### src/rtl/mipszy_mem_loader_if.sv
// Bundle of the loader's control, input stream and memory write-port signals.
// The host/bench side uses the master modport; the loader uses the slave modport.
interface mipszy_mem_loader_if #(
    parameter int ADDR_W = 10,
    parameter int DATA_W = 32,
    parameter int CNT_W  = 11
);
    logic              start;
    logic              sel;
    logic [ADDR_W-1:0] base_addr;
    logic [CNT_W-1:0]  count;
    logic              abort;
    logic              in_valid;
    logic [DATA_W-1:0] in_data;
    logic              in_ready;
    logic              mem_we;
    logic              mem_sel;
    logic [ADDR_W-1:0] mem_addr;
    logic [DATA_W-1:0] mem_wdata;
    logic              cpu_hold;
    logic              busy;
    logic              done;
    logic              wrap_err;

    modport master (
        output start, sel, base_addr, count, abort, in_valid, in_data,
        input  in_ready, mem_we, mem_sel, mem_addr, mem_wdata,
        input  cpu_hold, busy, done, wrap_err
    );

    modport slave (
        input  start, sel, base_addr, count, abort, in_valid, in_data,
        output in_ready, mem_we, mem_sel, mem_addr, mem_wdata,
        output cpu_hold, busy, done, wrap_err
    );
endinterface

### src/rtl/mipszy_mem_loader.sv
// Streams words into consecutive IM/DM word addresses while holding the MIPSzy core
// in reset; one registered write per accepted word.
module mipszy_mem_loader #(
    parameter int ADDR_W = 10,
    parameter int DATA_W = 32,
    parameter int CNT_W  = 11
) (
    input  logic               clk,
    input  logic               rst,
    mipszy_mem_loader_if.slave bus
);
    localparam logic [1:0] ST_IDLE  = 2'd0;
    localparam logic [1:0] ST_LOAD  = 2'd1;
    localparam logic [1:0] ST_DRAIN = 2'd2;

    logic [1:0]        state_reg,     state_next;
    logic              sel_reg,       sel_next;
    logic [ADDR_W-1:0] addr_reg,      addr_next;
    logic [CNT_W-1:0]  remaining_reg, remaining_next;
    logic              mem_we_reg,    mem_we_next;
    logic              mem_sel_reg,   mem_sel_next;
    logic [ADDR_W-1:0] mem_addr_reg,  mem_addr_next;
    logic [DATA_W-1:0] mem_wdata_reg, mem_wdata_next;
    logic              done_reg,      done_next;
    logic              wrap_err_reg,  wrap_err_next;

    logic in_ready_w;
    logic handshake;

    // Abort blocks the handshake in the same cycle, so no word is taken while cancelling.
    assign in_ready_w = (state_reg == ST_LOAD) && !bus.abort && (remaining_reg != '0);
    assign handshake  = bus.in_valid && in_ready_w;

    always_comb begin
        state_next     = state_reg;
        sel_next       = sel_reg;
        addr_next      = addr_reg;
        remaining_next = remaining_reg;
        mem_we_next    = handshake;
        mem_sel_next   = mem_sel_reg;
        mem_addr_next  = mem_addr_reg;
        mem_wdata_next = mem_wdata_reg;
        done_next      = 1'b0;
        wrap_err_next  = wrap_err_reg;

        if (handshake) begin
            mem_sel_next   = sel_reg;
            mem_addr_next  = addr_reg;
            mem_wdata_next = bus.in_data;
            addr_next      = addr_reg + ADDR_W'(1);
            remaining_next = remaining_reg - CNT_W'(1);
            // Writing the top word means the pointer rolls over to 0.
            if (addr_reg == '1) begin
                wrap_err_next = 1'b1;
            end
        end

        case (state_reg)
            ST_IDLE: begin
                if (bus.start) begin
                    wrap_err_next = 1'b0;
                    if (bus.count == '0) begin
                        done_next = 1'b1;
                    end else begin
                        sel_next       = bus.sel;
                        addr_next      = bus.base_addr;
                        remaining_next = bus.count;
                        state_next     = ST_LOAD;
                    end
                end
            end
            ST_LOAD: begin
                if (bus.abort) begin
                    state_next = ST_IDLE;
                end else if (handshake && (remaining_reg == CNT_W'(1))) begin
                    state_next = ST_DRAIN;
                end
            end
            ST_DRAIN: begin
                state_next = ST_IDLE;
                done_next  = 1'b1;
            end
            default: begin
                state_next = ST_IDLE;
            end
        endcase
    end

    always_ff @(posedge clk) begin
        if (rst) begin
            state_reg     <= ST_IDLE;
            sel_reg       <= 1'b0;
            addr_reg      <= '0;
            remaining_reg <= '0;
            mem_we_reg    <= 1'b0;
            mem_sel_reg   <= 1'b0;
            mem_addr_reg  <= '0;
            mem_wdata_reg <= '0;
            done_reg      <= 1'b0;
            wrap_err_reg  <= 1'b0;
        end else begin
            state_reg     <= state_next;
            sel_reg       <= sel_next;
            addr_reg      <= addr_next;
            remaining_reg <= remaining_next;
            mem_we_reg    <= mem_we_next;
            mem_sel_reg   <= mem_sel_next;
            mem_addr_reg  <= mem_addr_next;
            mem_wdata_reg <= mem_wdata_next;
            done_reg      <= done_next;
            wrap_err_reg  <= wrap_err_next;
        end
    end

    assign bus.in_ready  = in_ready_w;
    assign bus.mem_we    = mem_we_reg;
    assign bus.mem_sel   = mem_sel_reg;
    assign bus.mem_addr  = mem_addr_reg;
    assign bus.mem_wdata = mem_wdata_reg;
    assign bus.cpu_hold  = (state_reg != ST_IDLE);
    assign bus.busy      = (state_reg != ST_IDLE);
    assign bus.done      = done_reg;
    assign bus.wrap_err  = wrap_err_reg;
endmodule

### src/flat_wrapper.sv
// flat-port wrapper written by rule: the top's interface ports become plain ports
module mipszy_mem_loader_flat 
#(
    parameter int ADDR_W = 10,
    parameter int DATA_W = 32,
    parameter int CNT_W  = 11
)
  (clk, rst, bus_start, bus_sel, bus_base_addr, bus_count, bus_abort, bus_in_valid, bus_in_data, bus_in_ready, bus_mem_we, bus_mem_sel, bus_mem_addr, bus_mem_wdata, bus_cpu_hold, bus_busy, bus_done, bus_wrap_err);
  mipszy_mem_loader_if #(.ADDR_W(ADDR_W), .DATA_W(DATA_W), .CNT_W(CNT_W)) bus_i ();
  input  logic clk;
  input  logic rst;
  input wire logic [$bits(bus_i.start)-1:0] bus_start;
  input wire logic [$bits(bus_i.sel)-1:0] bus_sel;
  input wire logic [$bits(bus_i.base_addr)-1:0] bus_base_addr;
  input wire logic [$bits(bus_i.count)-1:0] bus_count;
  input wire logic [$bits(bus_i.abort)-1:0] bus_abort;
  input wire logic [$bits(bus_i.in_valid)-1:0] bus_in_valid;
  input wire logic [$bits(bus_i.in_data)-1:0] bus_in_data;
  output wire logic [$bits(bus_i.in_ready)-1:0] bus_in_ready;
  output wire logic [$bits(bus_i.mem_we)-1:0] bus_mem_we;
  output wire logic [$bits(bus_i.mem_sel)-1:0] bus_mem_sel;
  output wire logic [$bits(bus_i.mem_addr)-1:0] bus_mem_addr;
  output wire logic [$bits(bus_i.mem_wdata)-1:0] bus_mem_wdata;
  output wire logic [$bits(bus_i.cpu_hold)-1:0] bus_cpu_hold;
  output wire logic [$bits(bus_i.busy)-1:0] bus_busy;
  output wire logic [$bits(bus_i.done)-1:0] bus_done;
  output wire logic [$bits(bus_i.wrap_err)-1:0] bus_wrap_err;
  assign bus_i.start = bus_start;
  assign bus_i.sel = bus_sel;
  assign bus_i.base_addr = bus_base_addr;
  assign bus_i.count = bus_count;
  assign bus_i.abort = bus_abort;
  assign bus_i.in_valid = bus_in_valid;
  assign bus_i.in_data = bus_in_data;
  assign bus_in_ready = bus_i.in_ready;
  assign bus_mem_we = bus_i.mem_we;
  assign bus_mem_sel = bus_i.mem_sel;
  assign bus_mem_addr = bus_i.mem_addr;
  assign bus_mem_wdata = bus_i.mem_wdata;
  assign bus_cpu_hold = bus_i.cpu_hold;
  assign bus_busy = bus_i.busy;
  assign bus_done = bus_i.done;
  assign bus_wrap_err = bus_i.wrap_err;
  mipszy_mem_loader #(.ADDR_W(ADDR_W), .DATA_W(DATA_W), .CNT_W(CNT_W)) u_core (.clk(clk), .rst(rst), .bus(bus_i));
endmodule
### config.mk
export PLATFORM = sky130hd
export DESIGN_NAME = mipszy_mem_loader_flat
export DESIGN_NICKNAME = d
export VERILOG_FILES = /design/src/rtl/mipszy_mem_loader_if.sv /design/src/rtl/mipszy_mem_loader.sv /design/src/flat_wrapper.sv
export SDC_FILE = /design/constraint.sdc
export NUM_CORES = 1
export LEC_CHECK = 0
export CAP_MARGIN = 20
export CORE_ASPECT_RATIO = 0.9
export CORE_MARGIN = 10
export CORE_UTILIZATION = 30
export DETAILED_ROUTE_END_ITERATION = 7
export DONT_BUFFER_PORTS = 1
export MAX_ROUTING_LAYER = met4
export PLACE_DENSITY = 0.44
export SYNTH_ARGS = -nofsm -noshare
export SYNTH_HDL_FRONTEND = slang
export SYNTH_SLANG_ARGS = --single-unit
### constraint.sdc
create_clock -name clk -period 2 [get_ports clk]
set_input_delay 0 -clock clk [delete_from_list [all_inputs] [get_ports clk]]
set_output_delay 0 -clock clk [all_outputs]
set_load 0.1 [all_outputs]
* Yosys cells after proc, flatten, opt, wreduce, memory -nomap -nowiden
Cells that the tools add are included. W data, S select, Z words.
Word-level totals: register bits 70, input port bits 59, output and inout bits 49, word-level logic and storage cells 51
Cells by class: add/sub/neg operators 2, equal/unequal tests 7, multiplexer cells 20, bitwise gates (word level) 1, reductions and logical operators 11
Operators with widths (count):
- $mux W11 | 4
- $mux W10 | 4
- $eq A11 B1 Y1 const B | 1
- $logic_not A11 Y1 | 1
- $reduce_bool A11 Y1 | 1
- $sub A11 B1 Y11 const B | 1
- $add A10 B1 Y10 const B | 1
- $eq A10 B10 Y1 const B | 1
- $mux W2 | 4
- $mux W1 | 6
- $reduce_and A3 Y1 | 2
- $logic_and A1 B1 Y1 | 4
- $ne A2 B2 Y1 const B | 2
- $pmux W2 S2 | 1
- $ne A3 B3 Y1 const B | 1
- $eq A2 B1 Y1 const B | 1
- $eq A2 B2 Y1 const B | 1
- $logic_not A2 Y1 | 1
- $pmux W1 S2 | 1
- $reduce_bool A2 Y1 | 1
- $logic_not A1 Y1 | 1
- $not A1 Y1 | 1

* Logic depth before layout (Yosys ltp)
Gate-level depths: netlist of the first run.
depth in word-level cells 8, depth in mapped cells 9, gate-level depth less buffers 6

* Worst setup path after synthesis of the first run
OpenSTA, ideal clock, no wires.
path type register to output, from reg u_core.remaining_reg[0], to out bus_in_ready, data arrival time 2.280 ns, data required time 2.000 ns, setup slack -0.280 ns, stages on the path, launching flop included 5, path buffers 0, cells stage by stage dfxtp_1 inv_1 ha_1 nor4b_1 a21oi_1
Between the ends: longest elaborated chain between the ends 2
Ends and longest elaborated chain:
- start, declared | line mipszy_mem_loader.sv:19 | logic [CNT_W-1:0] remaining_reg, remaining_next;
- start signal, assigned | line mipszy_mem_loader.sv:105 | remaining_reg <= remaining_next;
- $reduce_bool A11 Y1 | line mipszy_mem_loader.sv:31 | assign in_ready_w = (state_reg == ST_LOAD) && !bus.abort && (remaining_reg != '0);
- $logic_and A1 B1 Y1 | line mipszy_mem_loader.sv:31
- end, declared | line flat_wrapper.sv:19 | output wire logic [$bits(bus_i.in_ready)-1:0] bus_in_ready;
Every way passes these cells.

* Worst setup path in the final report of the first run
from reg u_core.remaining_reg[1], to reg u_core.addr_reg[6]
Between the ends: longest elaborated chain between the ends 7
Ends and longest elaborated chain:
- $reduce_bool A11 Y1 (*) | line mipszy_mem_loader.sv:31
- $logic_and A1 B1 Y1 (*) | line mipszy_mem_loader.sv:31
- $logic_and A1 B1 Y1 (*) | line mipszy_mem_loader.sv:32 | assign handshake = bus.in_valid && in_ready_w;
- $mux W10 (*) | line mipszy_mem_loader.sv:46 | if (handshake) begin
- $mux W10 | line mipszy_mem_loader.sv:62 | if (bus.count == '0) begin
- $mux W10 | line mipszy_mem_loader.sv:60 | if (bus.start) begin
- $mux W10 (*) | line mipszy_mem_loader.sv:58 | case (state_reg)
- end signal, assigned | line mipszy_mem_loader.sv:104 | addr_reg <= addr_next;
- end, declared | line mipszy_mem_loader.sv:18 | logic [ADDR_W-1:0] addr_reg, addr_next;
Mark *: on every way between the ends. The rest lies on a longest branch, timed or not. A chain may end at the register's enable or synchronous reset.

==> results of run 1 <==
==> final timing paths <==
check,start,to,slack [ns],depth (start not counted)
worst min-delay path,rst,u_core.bus.mem_wdata[19],0.05,2
worst min register to register,u_core.sel_reg,u_core.sel_reg,0.46,2
worst max-delay path,u_core.remaining_reg[1],u_core.addr_reg[6],0.01,8
worst max register to register,u_core.remaining_reg[1],u_core.addr_reg[6],0.01,8
==> layout make-up <==
cell class                      instances  area [sq um]  share of cell area [%]
Tap cell                              129           161                    3.41
Clock buffer                           10           239                    5.05
Timing Repair Buffer                  128          1180                    25.0
Sequential cell                        70          1410                    29.7
Inverter                                7          26.3                   0.555
Multi-Input combinational cell        269          1650                    34.8
Clock inverter                          6          68.8                    1.45
==> synth_stat cells, types with 3 or more instances <==
cell type	number	area, sq um
sky130_fd_sc_hd__xnor2_1	3	26.3
sky130_fd_sc_hd__or3_1	5	31.3
sky130_fd_sc_hd__a311oi_1	5	43.8
sky130_fd_sc_hd__a311oi_2	8	120
sky130_fd_sc_hd__a21oi_1	39	195
sky130_fd_sc_hd__nand4_1	6	37.5
sky130_fd_sc_hd__o21ai_1	5	25.0
sky130_fd_sc_hd__nor3_1	7	35.0
sky130_fd_sc_hd__buf_6	8	90.1
sky130_fd_sc_hd__clkbuf_1	17	63.8
sky130_fd_sc_hd__nand2_1	87	327
sky130_fd_sc_hd__or4_1	6	45.0
sky130_fd_sc_hd__dfxtp_1	70	1400
sky130_fd_sc_hd__a211oi_1	4	30.0
sky130_fd_sc_hd__ha_1	4	50.1
sky130_fd_sc_hd__nand2_2	10	62.6
sky130_fd_sc_hd__inv_1	7	26.3
sky130_fd_sc_hd__nand3_1	4	20.0
sky130_fd_sc_hd__nor4_1	5	31.3
sky130_fd_sc_hd__o31ai_1	6	45.0
sky130_fd_sc_hd__a21oi_2	10	87.6
sky130_fd_sc_hd__nor2_1	26	97.6
==> through the flow <==
step,std cells,TNS [ns]
floorplan,372,0
CTS,613,-0.0226
finish,619,0
global route,619,-0.0503
global placement,541,0
detailed placement,541,-0.0162
==> layer usage <==
layer  GRT usage (%)  vias to the layer above  share of wire, %
li1                -                     1538                 -
met1            16.0                     1426                46
met3            4.41                       10               6.3
met5               -                        -                 0
met2            19.8                       86                46
met4            4.08                        0               1.4
==> cell families after synthesis <==
logic type,count (synthesis),synth area share (%)
flip-flops,70,44.2
AND/OR/NAND/NOR,169,25.3
AO/OA/AOI/OAI,91,21.5
XOR/XNOR,3,0.830
adder cells (fa/ha/maj),4,1.58
buffers and inverters,33,5.92
multiplexers,2,0.632
==> where the power goes <==
part,total (mW),internal (mW),switching [mW]
clock,1.64,1.01,0.628
combinational,0.673,0.263,0.410
sequential,1.50,1.45,0.0493
==> worst max-delay path, delay by kind of cell (launching register included) <==
family | cells | cell delay, ns
AOI/OAI and AO/OA | 2 | 0.37
adders and majority gates | 1 | 0.15
buffers and inverters | 3 | 0.33
DFF | 1 | 0.35
and+or+nand+nor | 2 | 0.69
==> cell usage in the layout (no fill, tap or decap), types with 2 or more instances in the layout <==
| cell | count |
|---|---|
| sky130_fd_sc_hd__a211oi_1 | 4 |
| sky130_fd_sc_hd__a21oi_1 | 36 |
| sky130_fd_sc_hd__a21oi_2 | 13 |
| sky130_fd_sc_hd__a311oi_1 | 4 |
| sky130_fd_sc_hd__a311oi_2 | 9 |
| sky130_fd_sc_hd__a32o_1 | 2 |
| sky130_fd_sc_hd__and3_1 | 2 |
| sky130_fd_sc_hd__buf_12 | 3 |
| sky130_fd_sc_hd__buf_4 | 65 |
| sky130_fd_sc_hd__buf_6 | 3 |
| sky130_fd_sc_hd__clkbuf_16 | 10 |
| sky130_fd_sc_hd__dfxtp_1 | 66 |
| sky130_fd_sc_hd__dfxtp_2 | 4 |
| sky130_fd_sc_hd__dlygate4sd3_1 | 55 |
| sky130_fd_sc_hd__ha_1 | 3 |
| sky130_fd_sc_hd__inv_1 | 5 |
| sky130_fd_sc_hd__inv_2 | 2 |
| sky130_fd_sc_hd__inv_6 | 2 |
| sky130_fd_sc_hd__mux2i_1 | 2 |
| sky130_fd_sc_hd__nand2_1 | 87 |
| sky130_fd_sc_hd__nand2_2 | 10 |
| sky130_fd_sc_hd__nand3_1 | 4 |
| sky130_fd_sc_hd__nand4_1 | 6 |
| sky130_fd_sc_hd__nor2_1 | 26 |
| sky130_fd_sc_hd__nor3_1 | 7 |
| sky130_fd_sc_hd__nor3b_1 | 2 |
| sky130_fd_sc_hd__nor4_1 | 5 |
| sky130_fd_sc_hd__o21ai_1 | 5 |
| sky130_fd_sc_hd__o31ai_1 | 6 |
| sky130_fd_sc_hd__or2_2 | 2 |
| sky130_fd_sc_hd__or3_1 | 5 |
| sky130_fd_sc_hd__or4_1 | 3 |
| sky130_fd_sc_hd__or4_4 | 3 |
| sky130_fd_sc_hd__xnor2_1 | 3 |
==> repair_timing <==
action,CTS,global route
pin swaps,0,2
setup buffers,0,4
cloned,0,2
hold buffers,56,0
endpoints found under the setup margin,1,52
resized for setup,0,17
hold endpoints to repair,70,0
==> impl_summary.txt, run 1 <==
----------------------------------------------------
[Clock tree]
  Number of sinks handled by clock tree synthesis ... 70
  Root Driver ... sky130_fd_sc_hd__clkbuf_16
  Maximum count of clock buffers along a single path ... 2
  CTS tree ... done
  H-tree depth ... 3
  Clock transition at the register clock pins on the worst setup and hold paths after CTS ... 0.06 ns
  Clock latency reported for the late side of the worst-skew pair ... 0.33 ns
  Number of CTS-inserted buffers ... 9

[Setup path]
  Max FO, Critical Path ... 6
  Stage delay of the slowest cell on the critical path ... 0.48 ns
  Critical Path End Type ... register
  Critical Path Start Type ... register
  Highest-delay cell along the critical path ... sky130_fd_sc_hd__or4_4
  Worst path cell trace ... inv_2 > ha_4 > or4b_4 > o31ai_4 > buf_6 > clkbuf_16 > or4_4 > a311oi_2
  WS Path Type ... reg2reg
  Required time worst endpoint ... 2.23 ns
  Worst Path Arrival ... 2.22 ns

[Yosys]
  Post-synthesis cell area ... 0.00317 sq mm
  Sequential fraction of the synthesis area ... 44.2%
  Top flip-flop cell by instance count after synthesis ... sky130_fd_sc_hd__dfxtp_1
  Post-synthesis net count ... 435
  Number of warning messages in the yosys log ... 0
  Number of register bits inferred by synthesis ... 70
  Post-Syn Instances ... 372
  Library cells used by synthesis ... 46
  Share of synthesized flip-flops with an asynchronous set or reset ... 0%
  Post-synthesis area per instance ... 8.52 sq um
  Number of flops mapped to enable cells by yosys ... 0

[Finish]
  Flip-flop count of the largest register, all copies and words added ... 32
  Final-layout fill cell count ... 983
  Synth-to-layout area growth ... 49.4%
  Final Util ... 46.0%
  Post-route cell area ... 0.00473 sq mm
  Fraction of layout cells with a size suffix above 1 ... 28.6%
  Fin nets ... 548
  ANT cells ... 0

[Pwr]
  Peak supply drop ... 419 uV
  Total power per unit cell area ... 805 mW/mm^2
  Final Power ... 3.81 mW
  Standby leakage power ... 1.75 nW

[Routing]
  Wire length per cell after detailed routing ... 16.3 um
  # DRC ... 0
  Iteration-0 DRC Markers ... 133
  Average vias per placed instance ... 4.94
  Post-detailed-routing wire length ... 10.1 mm
  Via count of the routed design ... 3060
  Number of optimization iterations in the first detailed-route pass ... 4
  Post-route antenna net violation count ... 0

[Global routing]
  Largest net degree at the start of global routing ... 70
  Wire length of the first global-routing pass ... 15.8 mm
  Remaining global-route overflow ... 0
  Vias in the first global route ... 3059
  Number of antenna violations at the first check in global routing ... 0
  Global routing usage summed across all routing layers ... 13.1%

[STA]
  Number of failing setup endpoints in the final timing report ... 0
  Clock Skews ... 0.00789 ns
  Final number of hold-violating endpoints ... 0
  Max-slew headroom ... 42.9%
  Part of the cycle the worst path needs ... 99.5%
  Worst setup margin ... 0.0101 ns
  Slew @ Worst Pin ... 0.857 ns
  Fin crit period ... 1.99 ns
  Pins over their slew limit ... 0
  Post-route worst hold slack ... 0.0454 ns
  Upper clock frequency limit ... 503 MHz

[Floorplan]
  Starting utilization of the core area ... 30.8%
  Count of pins on the block boundary ... 108
  Row count ... 35
  Floorplan die width ... 128 um
  Core region area ... 0.0103 sq mm
  Vertical die dimension ... 117 um
  Full die area ... 0.0151 sq mm

[Placed design]
  Placed inst area ... 0.00373 sq mm
  GP Congestion ... 0.879
  Post-detailed-placement half-perimeter wirelength ... 6.81 mm
  Minimum setup slack after placement ... -0.0162 ns
  Port Buf Inserts ... 0

[Flow run]
  Maximum capacitance violations ... 0

[Outcome]
  Outcome ... complete, no violations

[Hold path]
  Hold Crit Class ... in2reg

----------------------------------------------------
(Power assumes the default switching activity.)
==> inputs of run 2 (changes only) <==
--- a/config.mk
+++ b/config.mk
@@ -8,11 +8,10 @@
 export CAP_MARGIN = 20
 export CORE_ASPECT_RATIO = 0.9
 export CORE_MARGIN = 10
-export CORE_UTILIZATION = 30
+export CORE_UTILIZATION = 46
 export DETAILED_ROUTE_END_ITERATION = 7
 export DONT_BUFFER_PORTS = 1
-export MAX_ROUTING_LAYER = met4
-export PLACE_DENSITY = 0.44
+export PLACE_DENSITY = 0.7
 export SYNTH_ARGS = -nofsm -noshare
 export SYNTH_HDL_FRONTEND = slang
 export SYNTH_SLANG_ARGS = --single-unit
==> run 2 against run 1 <==
Compared with the run above: the flow now finishes with violations (negative setup slack); core utilization rose by 24 points; critical path depth fell by 2; clock skew rose by 0.0057 ns; register-to-register slack got worse by 0.05 ns; flip-flop and latch count did not move; setup slack got worse by 0.046 ns; critical path type unchanged; critical endpoint is now u_core.addr_reg[3]; largest cell class unchanged; largest power group is now registers.
==> impl_summary.txt, run 2 (synthesis results as in run 1) <==
----------------------------------------------------
[Pwr]
  Peak supply drop ... 505 uV
  Final Power ... 3.18 mW
  Standby leakage power ... 1.71 nW
  Total power per unit cell area ... 690 mW/mm^2

[Setup path]
  Max FO, Critical Path ... 8
  Crit path buf inv count ... 2
  CP Launch Point ... u_core.remaining_reg[3]
  Critical Path Start Type ... register
  Required time worst endpoint ... 2.26 ns
  Highest-delay cell along the critical path ... sky130_fd_sc_hd__or4_1
  Worst-case reg-to-reg path depth ... 6
  WS Path Type ... reg2reg
  Worst Path Arrival ... 2.30 ns
  RR Endpoint ... u_core.addr_reg[3]
  Family with the most delay on the worst path ... compound AO/OA/AOI/OAI gates
  Worst path cell trace ... or4_1 > o31ai_4 > buf_6 > clkbuf_16 > o21ai_2 > a311oi_2
  Critical Path End Type ... register
  R2r startpoint ... u_core.remaining_reg[3]
  Stage delay of the slowest cell on the critical path ... 0.62 ns
  Reg-to-reg setup timing slack ... -0.04 ns

[Placed design]
  GP Congestion ... 0.912
  Port Buf Inserts ... 0
  Cell total after placement ... 502
  Minimum setup slack after placement ... 0.00527 ns
  Post-detailed-placement half-perimeter wirelength ... 6.20 mm

[Clock tree]
  CTS tree ... done
  Clock latency reported for the late side of the worst-skew pair ... 0.35 ns
  H-tree depth ... 3
  Root Driver ... sky130_fd_sc_hd__clkbuf_8
  Number of sinks handled by clock tree synthesis ... 70
  Clock transition at the register clock pins on the worst setup and hold paths after CTS ... 0.07 ns
  Maximum count of clock buffers along a single path ... 2
  Number of CTS-inserted buffers ... 9

[Global routing]
  Number of antenna violations at the first check in global routing ... 0
  Remaining global-route overflow ... 0
  Global routing usage summed across all routing layers ... 17.4%
  Vias in the first global route ... 3079
  Wire length of the first global-routing pass ... 15.2 mm
  Largest net degree at the start of global routing ... 70

[Floorplan]
  Row count ... 28
  Core region area ... 0.00662 sq mm
  Floorplan die width ... 107 um
  Starting utilization of the core area ... 47.8%
  Count of pins on the block boundary ... 108
  Full die area ... 0.0106 sq mm
  Vertical die dimension ... 98.7 um

[STA]
  Worst setup margin ... -0.0364 ns
  Part of the cycle the worst path needs ... 102%
  Post-route worst hold slack ... 0.0349 ns
  Final number of hold-violating endpoints ... 0
  Max-slew headroom ... 56.9%
  Upper clock frequency limit ... 491 MHz
  Fin crit period ... 2.04 ns
  Pins over their slew limit ... 0
  Setup repair after global routing missed its margin ... yes
  Slew @ Worst Pin ... 0.641 ns
  TNS Setup ... -0.124 ns
  Clock Skews ... 0.0136 ns
  Number of failing setup endpoints in the final timing report ... 6

[Finish]
  Fraction of layout cells with a size suffix above 1 ... 29.9%
  Synth-to-layout area growth ... 45.4%
  Most frequent standard cell in the layout excluding fill and tap cells ... sky130_fd_sc_hd__nand2_1
  Final Non-Filler Cells ... 581
  Highest-count cells in the layout ignoring fill and taps ... 87 x sky130_fd_sc_hd__nand2_1, 67 x sky130_fd_sc_hd__dfxtp_1, 65 x sky130_fd_sc_hd__buf_4, 55 x sky130_fd_sc_hd__dlygate4sd3_1, 31 x sky130_fd_sc_hd__a21oi_1
  Final-layout fill cell count ... 493
  Fin nets ... 549
  Flip-flop count of the largest register, all copies and words added ... 32
  ANT cells ... 0

[Flow run]
  Maximum capacitance violations ... 0

[Routing]
  Via count of the routed design ... 3113
  # DRC ... 0
  Wire length per cell after detailed routing ... 17.1 um
  Number of optimization iterations in the first detailed-route pass ... 4
  Post-route antenna net violation count ... 0
  Iteration-0 DRC Markers ... 211
  Average vias per placed instance ... 5.36
  Post-detailed-routing wire length ... 9.91 mm

[Hold path]
  Hold Crit Class ... in2reg
  Hold worst-path end ... u_core.bus.mem_wdata[4]
  Hold path start ... rst
  Hold path depth ... 2

[Outcome]
  Outcome ... finished with violations
  Violations in the final reports ... negative setup slack

----------------------------------------------------
-- run 2: cell types whose count changed in the layout (fill, tap and decap cells not counted), sizes merged --
cell,change
bufinv,-1
clkbuf,+3
clkinv,+1
inv,-2
-- run 2: final cells by class --
type | instances | area, sq um | area share, %
multi-input cells | 269 | 1680 | 36.4
flip-flops and latches | 70 | 1410 | 30.5
repair buffers | 129 | 1220 | 26.5
clock buffers | 12 | 145 | 3.15
well taps | 90 | 113 | 2.44
inverters | 7 | 26.3 | 0.570
clock inverters | 4 | 22.5 | 0.489
-- run 2: how the worst max path moves through the flow --
stage / to / depth (start not counted)
3_5_place_dp: u_core.bus.mem_wdata[26] / 8
4_1_cts: u_core.bus.mem_wdata[2] / 8
2_1_floorplan: u_core.bus.mem_addr[6] / 9
5_1_grt: u_core.addr_reg[3] / 6
6_report: u_core.addr_reg[3] / 6
3_3_place_gp: u_core.bus.mem_wdata[14] / 6
-- run 2: metrics by stage --
step | area (sq um) | utilization, %
floorplan | 3180 | -
global placement | 3660 | 55.3
detailed placement | 3660 | 55.3
CTS | 4420 | 66.7
global route | 4610 | 69.6
finish | 4610 | 69.6
-- run 2: layer usage --
layer  vias to the layer above  global-route usage (%)  part of all wire (%)
met2                       116                    28.1                    48
li1                       1545                       -                     -
met3                        24                    8.85                   9.8
met4                         0                    7.19                   2.8
met5                         -                       0                     0
met1                      1428                    18.9                    39
-- run 2: where the power goes --
group	leakage (nW)	switching, mW	total [mW]	internal [mW]
clock network	0.0861	0.518	0.996	0.478
logic	1.05	0.412	0.681	0.269
registers	0.571	0.0526	1.50	1.45
total	1.71	0.983	3.18	2.20
-- run 2: repair_timing --
action	4_1_cts	5_1_grt
setup buffers	0	5
gates cloned	0	2
endpoints found under the setup margin	5	50
pin swaps	0	16
hold buffers	56	0
endpoints found under the hold margin	70	0
resized for setup	2	28
-- run 2: worst reg2reg max path, stage by stage, from the launching register on --
cell and delay, ns:
sky130_fd_sc_hd__dfxtp_1 0.35, sky130_fd_sc_hd__or4_1 0.62, sky130_fd_sc_hd__o31ai_4 0.37, sky130_fd_sc_hd__buf_6 0.17, sky130_fd_sc_hd__clkbuf_16 0.14, sky130_fd_sc_hd__o21ai_2 0.06, sky130_fd_sc_hd__a311oi_2 0.25
==> inputs of run 3 (changes only) <==
--- a/config.mk
+++ b/config.mk
@@ -11,6 +11,7 @@
 export CORE_UTILIZATION = 46
 export DETAILED_ROUTE_END_ITERATION = 7
 export DONT_BUFFER_PORTS = 1
+export MAX_ROUTING_LAYER = met4
 export PLACE_DENSITY = 0.7
 export SYNTH_ARGS = -nofsm -noshare
 export SYNTH_HDL_FRONTEND = slang
==> run 3 against run 2 <==
Compared with the run above: the run still ends with negative setup slack left; critical path type unchanged; clock-buffer cell count unchanged; register-to-register slack about the same; power about the same; die area unchanged; setup slack improved by 0.015 ns; highest routed layer unchanged; largest power group unchanged; maximum frequency increased by 0.73%.
==> impl_summary.txt, run 3 (synthesis results as in run 1) <==
----------------------------------------------------
[Outcome]
  Outcome ... finished with violations
  Violations in the final reports ... negative setup slack

[STA]
  Max-slew headroom ... 56.8%
  Fin crit period ... 2.02 ns
  Pins over their slew limit ... 0
  Worst setup margin ... -0.0217 ns
  Upper clock frequency limit ... 495 MHz
  Clock Skews ... 0.0130 ns
  Post-route worst hold slack ... 0.0262 ns
  Final number of hold-violating endpoints ... 0
  TNS Setup ... -0.0317 ns
  Slew @ Worst Pin ... 0.642 ns
  Part of the cycle the worst path needs ... 101%
  Setup repair after global routing missed its margin ... yes
  Number of failing setup endpoints in the final timing report ... 4

[Clock tree]
  Maximum count of clock buffers along a single path ... 2
  H-tree depth ... 3
  Number of sinks handled by clock tree synthesis ... 70
  Root Driver ... sky130_fd_sc_hd__clkbuf_8
  Clock transition at the register clock pins on the worst setup and hold paths after CTS ... 0.08 ns
  CTS tree ... done
  Number of CTS-inserted buffers ... 9
  Clock latency reported for the late side of the worst-skew pair ... 0.35 ns

[Floorplan]
  Vertical die dimension ... 98.7 um
  Count of pins on the block boundary ... 108
  Full die area ... 0.0106 sq mm
  Row count ... 28
  Core region area ... 0.00662 sq mm
  Floorplan die width ... 107 um
  Starting utilization of the core area ... 47.8%

[Finish]
  Final Non-Filler Cells ... 584
  ANT cells ... 0
  Most frequent standard cell in the layout excluding fill and tap cells ... sky130_fd_sc_hd__nand2_1
  Fraction of layout cells with a size suffix above 1 ... 29.1%
  Highest-count cells in the layout ignoring fill and taps ... 87 x sky130_fd_sc_hd__nand2_1, 69 x sky130_fd_sc_hd__buf_4, 67 x sky130_fd_sc_hd__dfxtp_1, 55 x sky130_fd_sc_hd__dlygate4sd3_1, 35 x sky130_fd_sc_hd__a21oi_1
  Flip-flop count of the largest register, all copies and words added ... 32
  Fin nets ... 552
  Synth-to-layout area growth ... 44.4%

[Setup path]
  Max FO, Critical Path ... 8
  Critical Path End Type ... register
  Crit path buf inv count ... 2
  Worst Path Arrival ... 2.28 ns
  Family with the most delay on the worst path ... compound AO/OA/AOI/OAI gates
  Stage delay of the slowest cell on the critical path ... 0.63 ns
  Highest-delay cell along the critical path ... sky130_fd_sc_hd__or4_1
  Critical Path Start Type ... register
  Worst path cell trace ... or4_1 > o31ai_4 > buf_12 > buf_8 > o21ai_2 > a311oi_2
  Required time worst endpoint ... 2.26 ns
  WS Path Type ... reg2reg

[Global routing]
  Remaining global-route overflow ... 0
  Wire length of the first global-routing pass ... 15.1 mm
  Vias in the first global route ... 3074
  Largest net degree at the start of global routing ... 70
  Global routing usage summed across all routing layers ... 17.9%
  Number of antenna violations at the first check in global routing ... 0

[Routing]
  Via count of the routed design ... 3213
  Wire length per cell after detailed routing ... 17.0 um
  Iteration-0 DRC Markers ... 223
  Number of optimization iterations in the first detailed-route pass ... 5
  Average vias per placed instance ... 5.50
  Post-route antenna net violation count ... 0
  # DRC ... 0
  Post-detailed-routing wire length ... 9.96 mm

[Placed design]
  Port Buf Inserts ... 0
  Post-detailed-placement half-perimeter wirelength ... 6.20 mm
  Cell total after placement ... 502
  Minimum setup slack after placement ... 0.00527 ns
  GP Congestion ... 0.928

[Pwr]
  Final Power ... 3.18 mW
  Peak supply drop ... 497 uV
  Standby leakage power ... 1.70 nW
  Total power per unit cell area ... 695 mW/mm^2

[Hold path]
  Hold Crit Class ... in2reg

[Flow run]
  Maximum capacitance violations ... 0

----------------------------------------------------
-- run 3: cell types whose count changed in the layout (fill, tap and decap cells not counted), sizes merged --
cell and change:
buf +4, clkbuf -1
-- run 3: through the flow --
step / cell area [sq um] / utilization, %
after floorplan: 3180 / -
after CTS: 4420 / 66.7
after global routing: 4580 / 69.1
after global placement: 3660 / 55.3
after detailed placement: 3660 / 55.3
final: 4580 / 69.1
-- run 3: path summary, 6_finish.rpt --
check	from	cells after the start	slack, ns	endpoint
worst max-delay path	u_core.remaining_reg[2]	6	-0.02	u_core.addr_reg[2]
worst min-delay path	rst	2	0.03	u_core.remaining_reg[4]
worst max register to register	u_core.remaining_reg[2]	6	-0.02	u_core.addr_reg[2]
worst min register to register	u_core.bus.mem_wdata[28]	2	0.46	u_core.bus.mem_wdata[28]
-- run 3: final cells by class --
cell class / instances / area, sq um
flip-flops and latches: 70 / 1410
well taps: 90 / 113
clock inverters: 4 / 22.5
multi-input cells: 269 / 1650
clock buffers: 12 / 145
repair buffers: 132 / 1210
fillers: 493 / 2050
inverters: 7 / 26.3
-- run 3: report_power, final --
group	switching, mW	leakage, nW	internal, mW	total [mW]
Combinational	0.412	1.05	0.267	0.678
Sequential	0.0516	0.571	1.45	1.50
Clock	0.519	0.0861	0.478	0.998
-- run 3: per-layer routing --
metal	vias up	routed length, um	share of wire (%)	track usage [%]
met5	-	0	0	-
met2	132	4910	49	28.2
met3	25	770	7.7	6.51
met1	1503	4020	40	20.3
li1	1553	-	-	-
met4	0	257	2.6	7.19
-- run 3: what timing repair did --
action,CTS,global route
gates resized for setup,2,19
pin swaps,0,9
hold buffers,56,0
endpoints found under the hold margin,70,0
cloned,0,2
buffers inserted,0,8
endpoints found under the setup margin,5,50
